## config.mk

```make
export PLATFORM = sky130hd
export DESIGN_NAME = digital_timer_updown
export DESIGN_NICKNAME = d
export VERILOG_FILES = /design/src/rtl/digital_timer_updown.sv
export SDC_FILE = /design/constraint.sdc
export NUM_CORES = 1
export LEC_CHECK = 0
export BUFFER_PORTS_ARGS = -buffer_cell sky130_fd_sc_hd__buf_2
export CORE_MARGIN = 10
export CORE_UTILIZATION = 62
export CTS_CLUSTER_SIZE = 24
export DETAILED_ROUTE_END_ITERATION = 16
export PLACE_DENSITY = 0.87
export SYNTH_ARGS = -nofsm -noshare
export SYNTH_HDL_FRONTEND = slang
export SYNTH_SLANG_ARGS = --single-unit
```

## constraint.sdc

```tcl
create_clock -name sys_clk -period 4.4 [get_ports sys_clk]
set_input_delay 0 -clock sys_clk [delete_from_list [all_inputs] [get_ports sys_clk]]
set_output_delay 0 -clock sys_clk [all_outputs]
set_load 0.01 [all_outputs]
```

## src/rtl/digital_timer_updown.sv

```systemverilog
// digital_timer_updown
//   Six-digit BCD HH:MM:SS timer that counts up or down at one tick every
//   TICK_DIV sys_clk cycles. It supports a synchronous preset load and a
//   configurable hour modulus. It drives registered 7-segment patterns plus
//   tick/wrap/expiry status flags.
//
// Parameters
//   TICK_DIV       sys_clk cycles per counted second (2..65535)
//   HR_WRAP        hour modulus (2..99); count-up wraps (HR_WRAP-1):59:59 -> 0
//   SEG_ACTIVE_LOW 1 = segment lit when bit is 0, 0 = lit when bit is 1
//
// Ports
//   sys_clk            system clock
//   int_reset_b        asynchronous active-low reset
//   timer_clear        synchronous clear of digits, prescaler and flags
//   timer_pause        hold prescaler and digits
//   count_down         0 = count up, 1 = count down (applies at next tick)
//   load_en            one-cycle strobe loading load_value (if valid)
//   load_value[23:0]   preset, six BCD nibbles, [3:0] = sec units
//   digits_bcd[23:0]   current value, same packing as load_value
//   digital_clock_out  6 x 7-bit segment patterns {a..g}, index 0 = sec units
//   tick_pulse         one-cycle pulse after each counted second
//   wrap_pulse         one-cycle pulse after a count-up wrap to 00:00:00
//   expired            sticky, set when count-down reaches 00:00:00
module digital_timer_updown #(
  parameter int unsigned TICK_DIV       = 10,
  parameter int unsigned HR_WRAP        = 24,
  parameter bit          SEG_ACTIVE_LOW = 1'b1
) (
  input  logic            sys_clk,
  input  logic            int_reset_b,
  input  logic            timer_clear,
  input  logic            timer_pause,
  input  logic            count_down,
  input  logic            load_en,
  input  logic [23:0]     load_value,
  output logic [23:0]     digits_bcd,
  output logic [5:0][6:0] digital_clock_out,
  output logic            tick_pulse,
  output logic            wrap_pulse,
  output logic            expired
);

  localparam logic [15:0] PRESC_LAST = 16'(TICK_DIV - 1);
  localparam logic [3:0]  HR_LAST_T  = 4'((HR_WRAP - 1) / 10);
  localparam logic [3:0]  HR_LAST_U  = 4'((HR_WRAP - 1) % 10);
  localparam logic [7:0]  HR_LIMIT   = 8'(HR_WRAP);

  // Segment pattern for one BCD digit, {a,b,c,d,e,f,g} with a in bit 6.
  // Non-BCD codes blank the digit.
  function automatic logic [6:0] seg_encode(input logic [3:0] d);
    logic [6:0] pat;
    case (d)
      4'd0:    pat = 7'b0000001;
      4'd1:    pat = 7'b1001111;
      4'd2:    pat = 7'b0010010;
      4'd3:    pat = 7'b0000110;
      4'd4:    pat = 7'b1001100;
      4'd5:    pat = 7'b0100100;
      4'd6:    pat = 7'b0100000;
      4'd7:    pat = 7'b0001111;
      4'd8:    pat = 7'b0000000;
      4'd9:    pat = 7'b0000100;
      default: pat = 7'b1111111;
    endcase
    return SEG_ACTIVE_LOW ? pat : ~pat;
  endfunction

  logic [15:0] presc_q;
  logic [23:0] digits_q;
  logic        tick_q;
  logic        wrap_q;
  logic        expired_q;
  logic [5:0][6:0] seg_q;

  logic [3:0]  s0, s1, m0, m1, h0, h1;
  logic [3:0]  l_s0, l_s1, l_m0, l_m1, l_h0, l_h1;
  logic [7:0]  load_hr;
  logic        load_ok;
  logic        presc_hit;
  logic        at_zero;
  logic        at_top;
  logic        tick_en;
  logic [23:0] next_up;
  logic [23:0] next_down;

  always_comb begin
    {h1, h0, m1, m0, s1, s0} = digits_q;
    {l_h1, l_h0, l_m1, l_m0, l_s1, l_s0} = load_value;

    load_hr = ({4'd0, l_h1} * 8'd10) + {4'd0, l_h0};
    load_ok = (l_s0 <= 4'd9) && (l_s1 <= 4'd5) &&
              (l_m0 <= 4'd9) && (l_m1 <= 4'd5) &&
              (l_h0 <= 4'd9) && (l_h1 <= 4'd9) &&
              (load_hr < HR_LIMIT);

    presc_hit = (presc_q == PRESC_LAST);
    at_zero   = (digits_q == '0);
    at_top    = (s0 == 4'd9) && (s1 == 4'd5) && (m0 == 4'd9) && (m1 == 4'd5) &&
                (h0 == HR_LAST_U) && (h1 == HR_LAST_T);
    // A count-down parked at zero swallows its ticks; the prescaler keeps going.
    tick_en   = presc_hit && !(count_down && at_zero);
  end

  // Count-up carry chain.
  always_comb begin
    logic [3:0] n_s0, n_s1, n_m0, n_m1, n_h0, n_h1;
    n_s0 = s0; n_s1 = s1; n_m0 = m0; n_m1 = m1; n_h0 = h0; n_h1 = h1;
    if (s0 != 4'd9) begin
      n_s0 = s0 + 4'd1;
    end else begin
      n_s0 = 4'd0;
      if (s1 != 4'd5) begin
        n_s1 = s1 + 4'd1;
      end else begin
        n_s1 = 4'd0;
        if (m0 != 4'd9) begin
          n_m0 = m0 + 4'd1;
        end else begin
          n_m0 = 4'd0;
          if (m1 != 4'd5) begin
            n_m1 = m1 + 4'd1;
          end else begin
            n_m1 = 4'd0;
            if ((h1 == HR_LAST_T) && (h0 == HR_LAST_U)) begin
              n_h1 = 4'd0;
              n_h0 = 4'd0;
            end else if (h0 != 4'd9) begin
              n_h0 = h0 + 4'd1;
            end else begin
              n_h0 = 4'd0;
              n_h1 = h1 + 4'd1;
            end
          end
        end
      end
    end
    next_up = {n_h1, n_h0, n_m1, n_m0, n_s1, n_s0};
  end

  // Count-down borrow chain; never evaluated at 00:00:00 because tick_en
  // blocks that case, so the hours never underflow.
  always_comb begin
    logic [3:0] n_s0, n_s1, n_m0, n_m1, n_h0, n_h1;
    n_s0 = s0; n_s1 = s1; n_m0 = m0; n_m1 = m1; n_h0 = h0; n_h1 = h1;
    if (s0 != 4'd0) begin
      n_s0 = s0 - 4'd1;
    end else begin
      n_s0 = 4'd9;
      if (s1 != 4'd0) begin
        n_s1 = s1 - 4'd1;
      end else begin
        n_s1 = 4'd5;
        if (m0 != 4'd0) begin
          n_m0 = m0 - 4'd1;
        end else begin
          n_m0 = 4'd9;
          if (m1 != 4'd0) begin
            n_m1 = m1 - 4'd1;
          end else begin
            n_m1 = 4'd5;
            if (h0 != 4'd0) begin
              n_h0 = h0 - 4'd1;
            end else begin
              n_h0 = 4'd9;
              n_h1 = h1 - 4'd1;
            end
          end
        end
      end
    end
    next_down = {n_h1, n_h0, n_m1, n_m0, n_s1, n_s0};
  end

  always_ff @(posedge sys_clk or negedge int_reset_b) begin
    if (!int_reset_b) begin
      presc_q   <= '0;
      digits_q  <= '0;
      tick_q    <= 1'b0;
      wrap_q    <= 1'b0;
      expired_q <= 1'b0;
    end else begin
      tick_q <= 1'b0;
      wrap_q <= 1'b0;
      if (timer_clear) begin
        presc_q   <= '0;
        digits_q  <= '0;
        expired_q <= 1'b0;
      end else if (load_en && load_ok) begin
        presc_q   <= '0;
        digits_q  <= load_value;
        expired_q <= 1'b0;
      end else if (!timer_pause) begin
        // An invalid load falls through here so counting is undisturbed.
        presc_q <= presc_hit ? '0 : presc_q + 16'd1;
        if (tick_en) begin
          tick_q <= 1'b1;
          if (count_down) begin
            digits_q <= next_down;
            if (next_down == '0) begin
              expired_q <= 1'b1;
            end
          end else begin
            digits_q <= next_up;
            wrap_q   <= at_top;
          end
        end
      end
    end
  end

  always_ff @(posedge sys_clk or negedge int_reset_b) begin
    if (!int_reset_b) begin
      for (int unsigned i = 0; i < 6; i++) begin
        seg_q[i] <= seg_encode(4'd0);
      end
    end else begin
      for (int unsigned i = 0; i < 6; i++) begin
        seg_q[i] <= seg_encode(digits_q[4*i +: 4]);
      end
    end
  end

  assign digits_bcd        = digits_q;
  assign digital_clock_out = seg_q;
  assign tick_pulse        = tick_q;
  assign wrap_pulse        = wrap_q;
  assign expired           = expired_q;

endmodule

```

==> reports/metrics.cfg, run 1 <==
[min_path]
min_to=digits_bcd[18]
min_path_cells=2
hold_start=timer_clear
hold_path.class=input pin to flip-flop

[floorplanning]
die_width_um=117.1
coreArea_um2=9196
rows=35
ios=99
die_h_um=117.1
initial_core_util_pct=63.62
die_area_um2=13720

[synth]
synthArstFlopShare_pct=100.0
yosysWarnings=0
synth_ff_type=dfrtp_1
synth_cells=697
synth_area_leaders=dfrtp_1 (34%), ha_1 (8.1%), a21oi_1 (6.0%)
avgSynthCellArea_um2=8.394
syn_nets=766
syn_area_um2=5851
yosysMostFrequentCell=nor2_1
synth-edff-count=0
synth.top_cell.area_share_pct=33.79
ys_seq_area_share_pct=36.48
yosys.area.top_type=dfrtp_1
synth_common_cells=nor2_1 (81), dfrtp_1 (79), a21oi_1 (70)
ys_ff_latch=85
netlist-cell-type-count=75

[setup_path]
critPathKind=input pin to flip-flop
cp-end-kind=flip-flop
rr_worst_depth=7
worstPathArrival_ns=3.74
worstSetupStartpoint=load_value[23]
required_ns=4.63
reg2reg_from=digits_bcd[17]
critPathLaunchType=input pin
reg2reg_slack_ns=1.16
rr_endpoint=digits_bcd[3]
worstPathMaxFanout=29

[placed_design]
gp_congestion=0.9530
dp_hpwl_mm=12.17
io_buffers=98

[pwr]
p_comb_share_pct=10.1
p_total_mw=1.606
power.share.sequential_pct=49.3
leakage_nw=3.327
power_density_nw_per_um2=235.0
clockPowerShare_pct=40.6
vdd_ir_drop_max_mv=0.1718
p_sw_mw=0.4172
power.internal_mw=1.189
p_sw_share_pct=25.97

[run_status]
status=finished clean

[clock_network]
cts_buffers=9
clk_latency_ns=0.38
cts.sinks=85
cts_buffer_depth=2
path_clk_slew_ns=0.10
root_buffer=clkbuf_8
postCtsSetupBuffers=0
cts.htree.levels=3
cts_tree=built

[detailed_routing]
drc=0
first_iter_violations=588
first_pass_iters=5
vias_per_cell=6.518
routed_wl_mm=18.04
post_drt_wl_per_cell_um=19.78
antenna_left=0
num_vias=5944

[global_route]
grt_max_degree=86
grt_pass1_wl_mm=28.58
antenna_found_initial=0
grt_pass1_vias=5684
grt_use_total_pct=26.06
overflow=0

[sta]
max_slew_margin_pct=28.37
setup_violations=0
hold_violations=0
rsz0062_at_grt=false
period_needed_ns=3.509
finalCritPeriodShare_pct=79.76
max_freq_ghz=0.2850
skew_ns=0.01007
tns_ns=0
drv_slew=0
tightest_slew_ns=1.074

[run]
cap_violations=0

[cells_and_area]
final_nets=864
drive_gt1_share_pct=18.25
syn2layout_area_growth_pct=16.83

## power groups by stage
stage	Clock [mW]	Combinational (mW)	Sequential, mW
after floorplan	0	0.0779	0.808
after global placement	0	0.134	0.807
after detailed placement	0	0.141	0.807
after CTS	0.654	0.158	0.792
after global routing	0.689	0.177	0.793
final	0.652	0.163	0.792
## layout make-up
cell class / count / area [um2]
multi-input combinational: 542 / 3448
fill: 694 / 2361
sequential: 85 / 2135
timing repair buffer: 126 / 763.2
tap: 111 / 138.9
clock buffer: 10 / 137.6
inverter: 31 / 116.4
clock inverter: 6 / 93.84
antenna: 1 / 2.502
## kinds of logic after synthesis
family                   share of synthesized area [%]
AND/OR/NAND/NOR                                  25.36
AO/OA/AOI/OAI                                    20.23
flip-flops                                       36.48
buffers and inverters                            4.747
adder cells (fa/ha/maj)                          8.469
XOR/XNOR                                         2.994
multiplexers                                     1.711
## stage by stage
step | util, % | hold WS, ns | setup WS (ns) | area [um2] | std cells
3_3_place_gp | 69.17 | 0.2340 | 1.320 | 6361 | 871
5_1_grt | 74.30 | 0.1131 | 0.7615 | 6833 | 911
3_5_place_dp | 69.17 | 0.2472 | 1.154 | 6361 | 871
2_1_floorplan | - | -0.2956 | 1.613 | 5851 | 697
6_report | 74.33 | 0.1022 | 0.8908 | 6835 | 912
4_1_cts | 74.30 | 0.09382 | 0.9962 | 6833 | 911
## how the worst max path moves through the flow
stage	to	slack, ns	depth (start not counted)
global route	digits_bcd[17]	0.76	11
detailed placement	digits_bcd[17]	1.15	10
CTS	digits_bcd[17]	1.0	11
finish	digits_bcd[17]	0.89	11
floorplan	expired	1.61	9
global placement	digits_bcd[12]	1.32	10
## layout by cell type, fill, tap and decap left out, drive strengths merged, types with 5 or more instances in the layout
| master | Yosys | layout |
|---|---|---|
| nor4 | 8 | 8 |
| nor3 | 21 | 21 |
| nand3 | 36 | 36 |
| o21bai | 5 | 5 |
| nand2b | 9 | 9 |
| ha | 38 | 38 |
| nor3b | 8 | 8 |
| or2 | 6 | 6 |
| nand4 | 18 | 18 |
| dlygate4sd3 | 0 | 24 |
| a31oi | 10 | 10 |
| mux2i | 10 | 10 |
| xnor2 | 6 | 6 |
| a21oi | 70 | 70 |
| dfrtp | 79 | 79 |
| clkbuf | 29 | 10 |
| dfstp | 6 | 6 |
| o21ai | 42 | 42 |
| o211ai | 6 | 6 |
| nand2 | 58 | 58 |
| buf | 10 | 102 |
| xor2 | 14 | 14 |
| or3b | 5 | 5 |
| nor2 | 82 | 82 |
| o22ai | 5 | 5 |
| clkinv | 4 | 5 |
| a211oi | 8 | 8 |
| inv | 27 | 29 |
## registers in the layout, summed over array words and instances, names as in the netlist
signal	flops
presc_q	16
expired	1
digital_clock_out	42
tick_pulse	1
digits_bcd	24
wrap_pulse	1
## routing by layer
| layer | share of wire [%] | vias to the layer above | global-route usage (%) |
|---|---|---|---|
| met2 | 48 | 362 | 42.69 |
| li1 | - | 2713 | - |
| met4 | 3.7 | 0 | 12.52 |
| met5 | 0 | - | 0 |
| met1 | 40 | 2802 | 32.58 |
| met3 | 8.4 | 67 | 4.638 |
## what timing repair did
| action | 4_1_cts | 5_1_grt |
|---|---|---|
| hold endpoints to repair | 102 | 0 |
| gates resized for setup | 0 | 0 |
| hold buffers | 24 | 0 |
## critical path, stage by stage
cell	delay, ns
dlygate4sd3_1	0.53
buf_2	0.17
ha_1	0.32
ha_1	0.24
fa_1	0.50
a2111o_1	0.33
o311a_1	0.15
or3b_1	0.39
buf_4	0.25
nand2b_1	0.64
o22ai_1	0.21
(Power assumes the default switching activity.)
==> run 2, diff against run 1 <==
Settings changed: CORE_UTILIZATION 62 to 52, PLACE_DENSITY 0.87 to 0.78.
Clock period 4.4 ns to 3.1 ns, I/O delays scaled along.
==> reports/metrics.cfg, run 2 (synthesis gave the netlist of run 1 again) <==
[sta]
tightest_slew_ns=1.098  ; was 1.074 ns
max_freq_ghz=0.3427
tns_ns=0  ; unchanged
skew_ns=0.007341  ; was 0.01007 ns
rsz0062_at_grt=false  ; unchanged
max_slew_margin_pct=26.78  ; was 28.37%
drv_slew=0  ; unchanged
finalCritPeriodShare_pct=94.13
fin_ws_ns=0.1820  ; was 0.8908 ns
hold_violations=0  ; unchanged
setup_violations=0  ; unchanged
period_needed_ns=2.918

[clock_network]
path_clk_slew_ns=0.06  ; was 0.10 ns
cts_tree=built  ; unchanged
root_buffer=clkbuf_16  ; was clkbuf_8
cts.sinks=85  ; unchanged
clk_latency_ns=0.35  ; was 0.38 ns
cts_buffers=9  ; unchanged
cts_buffer_depth=2  ; unchanged
cts.htree.levels=3  ; unchanged

[cells_and_area]
largest_register_ffs=42  ; unchanged
syn2layout_area_growth_pct=22.60  ; was 16.83%
diodes=0  ; was 1
final_nets=894  ; was 864
mostFrequentLayoutCell=buf_2  ; unchanged
drive_gt1_share_pct=21.20  ; was 18.25%
final_cell_mix=buf_2 (97), nor2_1 (81), dfrtp_1 (79)  ; unchanged

[setup_path]
reg2reg_from=digits_bcd[4]  ; was digits_bcd[17]
worstPathMaxFanout=8  ; was 29
critPathKind=flip-flop to flip-flop  ; was input pin to flip-flop
rr_worst_depth=9  ; was 7
worstPathArrival_ns=3.20  ; was 3.74 ns
rr_endpoint=expired  ; was digits_bcd[3]
required_ns=3.38  ; was 4.63 ns
reg2reg_slack_ns=0.18  ; was 1.16 ns
cp-end-kind=flip-flop  ; unchanged
critPathLaunchType=flip-flop  ; was input pin

[detailed_routing]
antenna_left=0  ; unchanged
first_pass_iters=5  ; unchanged
num_vias=5891  ; was 5944
routed_wl_mm=18.84  ; was 18.04 mm
vias_per_cell=6.073  ; was 6.518
post_drt_wl_per_cell_um=19.42  ; was 19.78 um
first_iter_violations=706  ; was 588
drc=0  ; unchanged

[placed_design]
dp_hpwl_mm=13.62  ; was 12.17 mm
gp_congestion=0.9984  ; was 0.9530
io_buffers=98  ; unchanged
dp_slack_ns=0.2442  ; was 1.154 ns

[floorplanning]
die_width_um=126.1  ; was 117.1 um
die_h_um=126.1  ; was 117.1 um
rows=38  ; was 35
coreArea_um2=10940  ; was 9196 um2
initial_core_util_pct=53.50  ; was 63.62%
die_area_um2=15890  ; was 13720 um2
ios=99  ; unchanged

[global_route]
grt_pass1_vias=5842  ; was 5684
grt_max_degree=86  ; unchanged
antenna_found_initial=0  ; unchanged
overflow=0  ; unchanged
grt_use_total_pct=23.24  ; was 26.06%
grt_pass1_wl_mm=30.66  ; was 28.58 mm

[pwr]
p_sw_share_pct=24.25  ; was 25.97%
clockPowerShare_pct=44.9  ; was 40.6%
power.share.sequential_pct=45.3  ; was 49.3%
p_comb_share_pct=9.7  ; was 10.1%
power_density_nw_per_um2=345.6  ; was 235.0 nW/um2
vdd_ir_drop_max_mv=0.2685  ; was 0.1718 mV
p_sw_mw=0.6013  ; was 0.4172 mW
leakage_nw=3.519  ; was 3.327 nW
power.internal_mw=1.878  ; was 1.189 mW

[run_status]
status=finished clean  ; unchanged

[min_path]
hold_start=load_value[12]  ; was timer_clear
min_path_cells=3  ; was 2
min_to=digits_bcd[12]  ; was digits_bcd[18]
hold_path.class=input pin to flip-flop  ; unchanged

[run]
cap_violations=0  ; unchanged

==> run 2: cell count changes in the layout (fill, tap and decap cells not counted), moves of 2 or more <==
cell and change:
inv_6 -2, clkbuf_16 +9, clkbuf_8 -8, buf_4 +31, clkinv_2 +2
==> run 2: what timing repair did <==
| item | in CTS | in global routing |
|---|---|---|
| endpoints found under the setup margin | 0 | 1 |
| hold buffers | 23 | 0 |
| buffers inserted | 0 | 0 |
| resized for setup | 0 | 1 |
| hold endpoints to repair | 101 | 0 |
==> run 2: layout make-up <==
cell class                 count  area, um2
timing repair buffer         156      985.9
fill                         927       3762
multi-input combinational    542       3457
inverter                      31      116.4
sequential                    85       2135
clock inverter                 4      47.55
tap                          140      175.2
clock buffer                  12      256.5
==> run 2: how the worst max path moves through the flow <==
stage	endpoint	cells past startpoint	startpoint	slack, ns
after floorplan	expired	9	digits_bcd[5]	0.31
after CTS	expired	8	digits_bcd[4]	0.22
final	expired	9	digits_bcd[4]	0.18
after detailed placement	expired	8	digits_bcd[4]	0.24
after global placement	expired	9	digits_bcd[4]	0.39
after global routing	expired	8	digits_bcd[4]	0.03
==> run 2: layer usage <==
metal / share of wire [%] / vias to the layer above / track usage, %
met4: 1.7 / 0 / 7.837
met3: 7.4 / 28 / 4.320
met2: 49 / 230 / 38.23
met1: 42 / 2850 / 29.97
met5: 0 / - / 0
li1: - / 2783 / -
==> run 2: critical path, stage by stage, from the launching register on <==
cell      delay (ns)
dfrtp_1         0.47
inv_1           0.18
ha_1            0.29
or3b_1          0.45
buf_4           0.20
nor2_2          0.21
o21ai_1         0.11
a2bb2o_2        0.26
or4_1           0.53
a21oi_1         0.15
==> run 2: through the flow <==
step           utilization, %  instance area (um2)  std cells  hold WS, ns  power, mW
2_1_floorplan               -                 5851        697      -0.2956      1.257
3_5_place_dp            60.63                 6630        931       0.2509      1.359
3_3_place_gp            60.63                 6630        931       0.2444      1.351
5_1_grt                 65.60                 7173        970      0.03939      2.573
6_report                65.60                 7173        970      0.05073      2.479
4_1_cts                 65.51                 7164        970      0.05594      2.487
==> run 2: power groups by stage <==
stage | Sequential, mW | Combinational (mW) | Clock [mW]
after floorplan | 1.15 | 0.111 | 0
after global placement | 1.14 | 0.207 | 0
after detailed placement | 1.14 | 0.214 | 0
after CTS | 1.12 | 0.237 | 1.13
after global routing | 1.12 | 0.264 | 1.18
final | 1.12 | 0.241 | 1.11
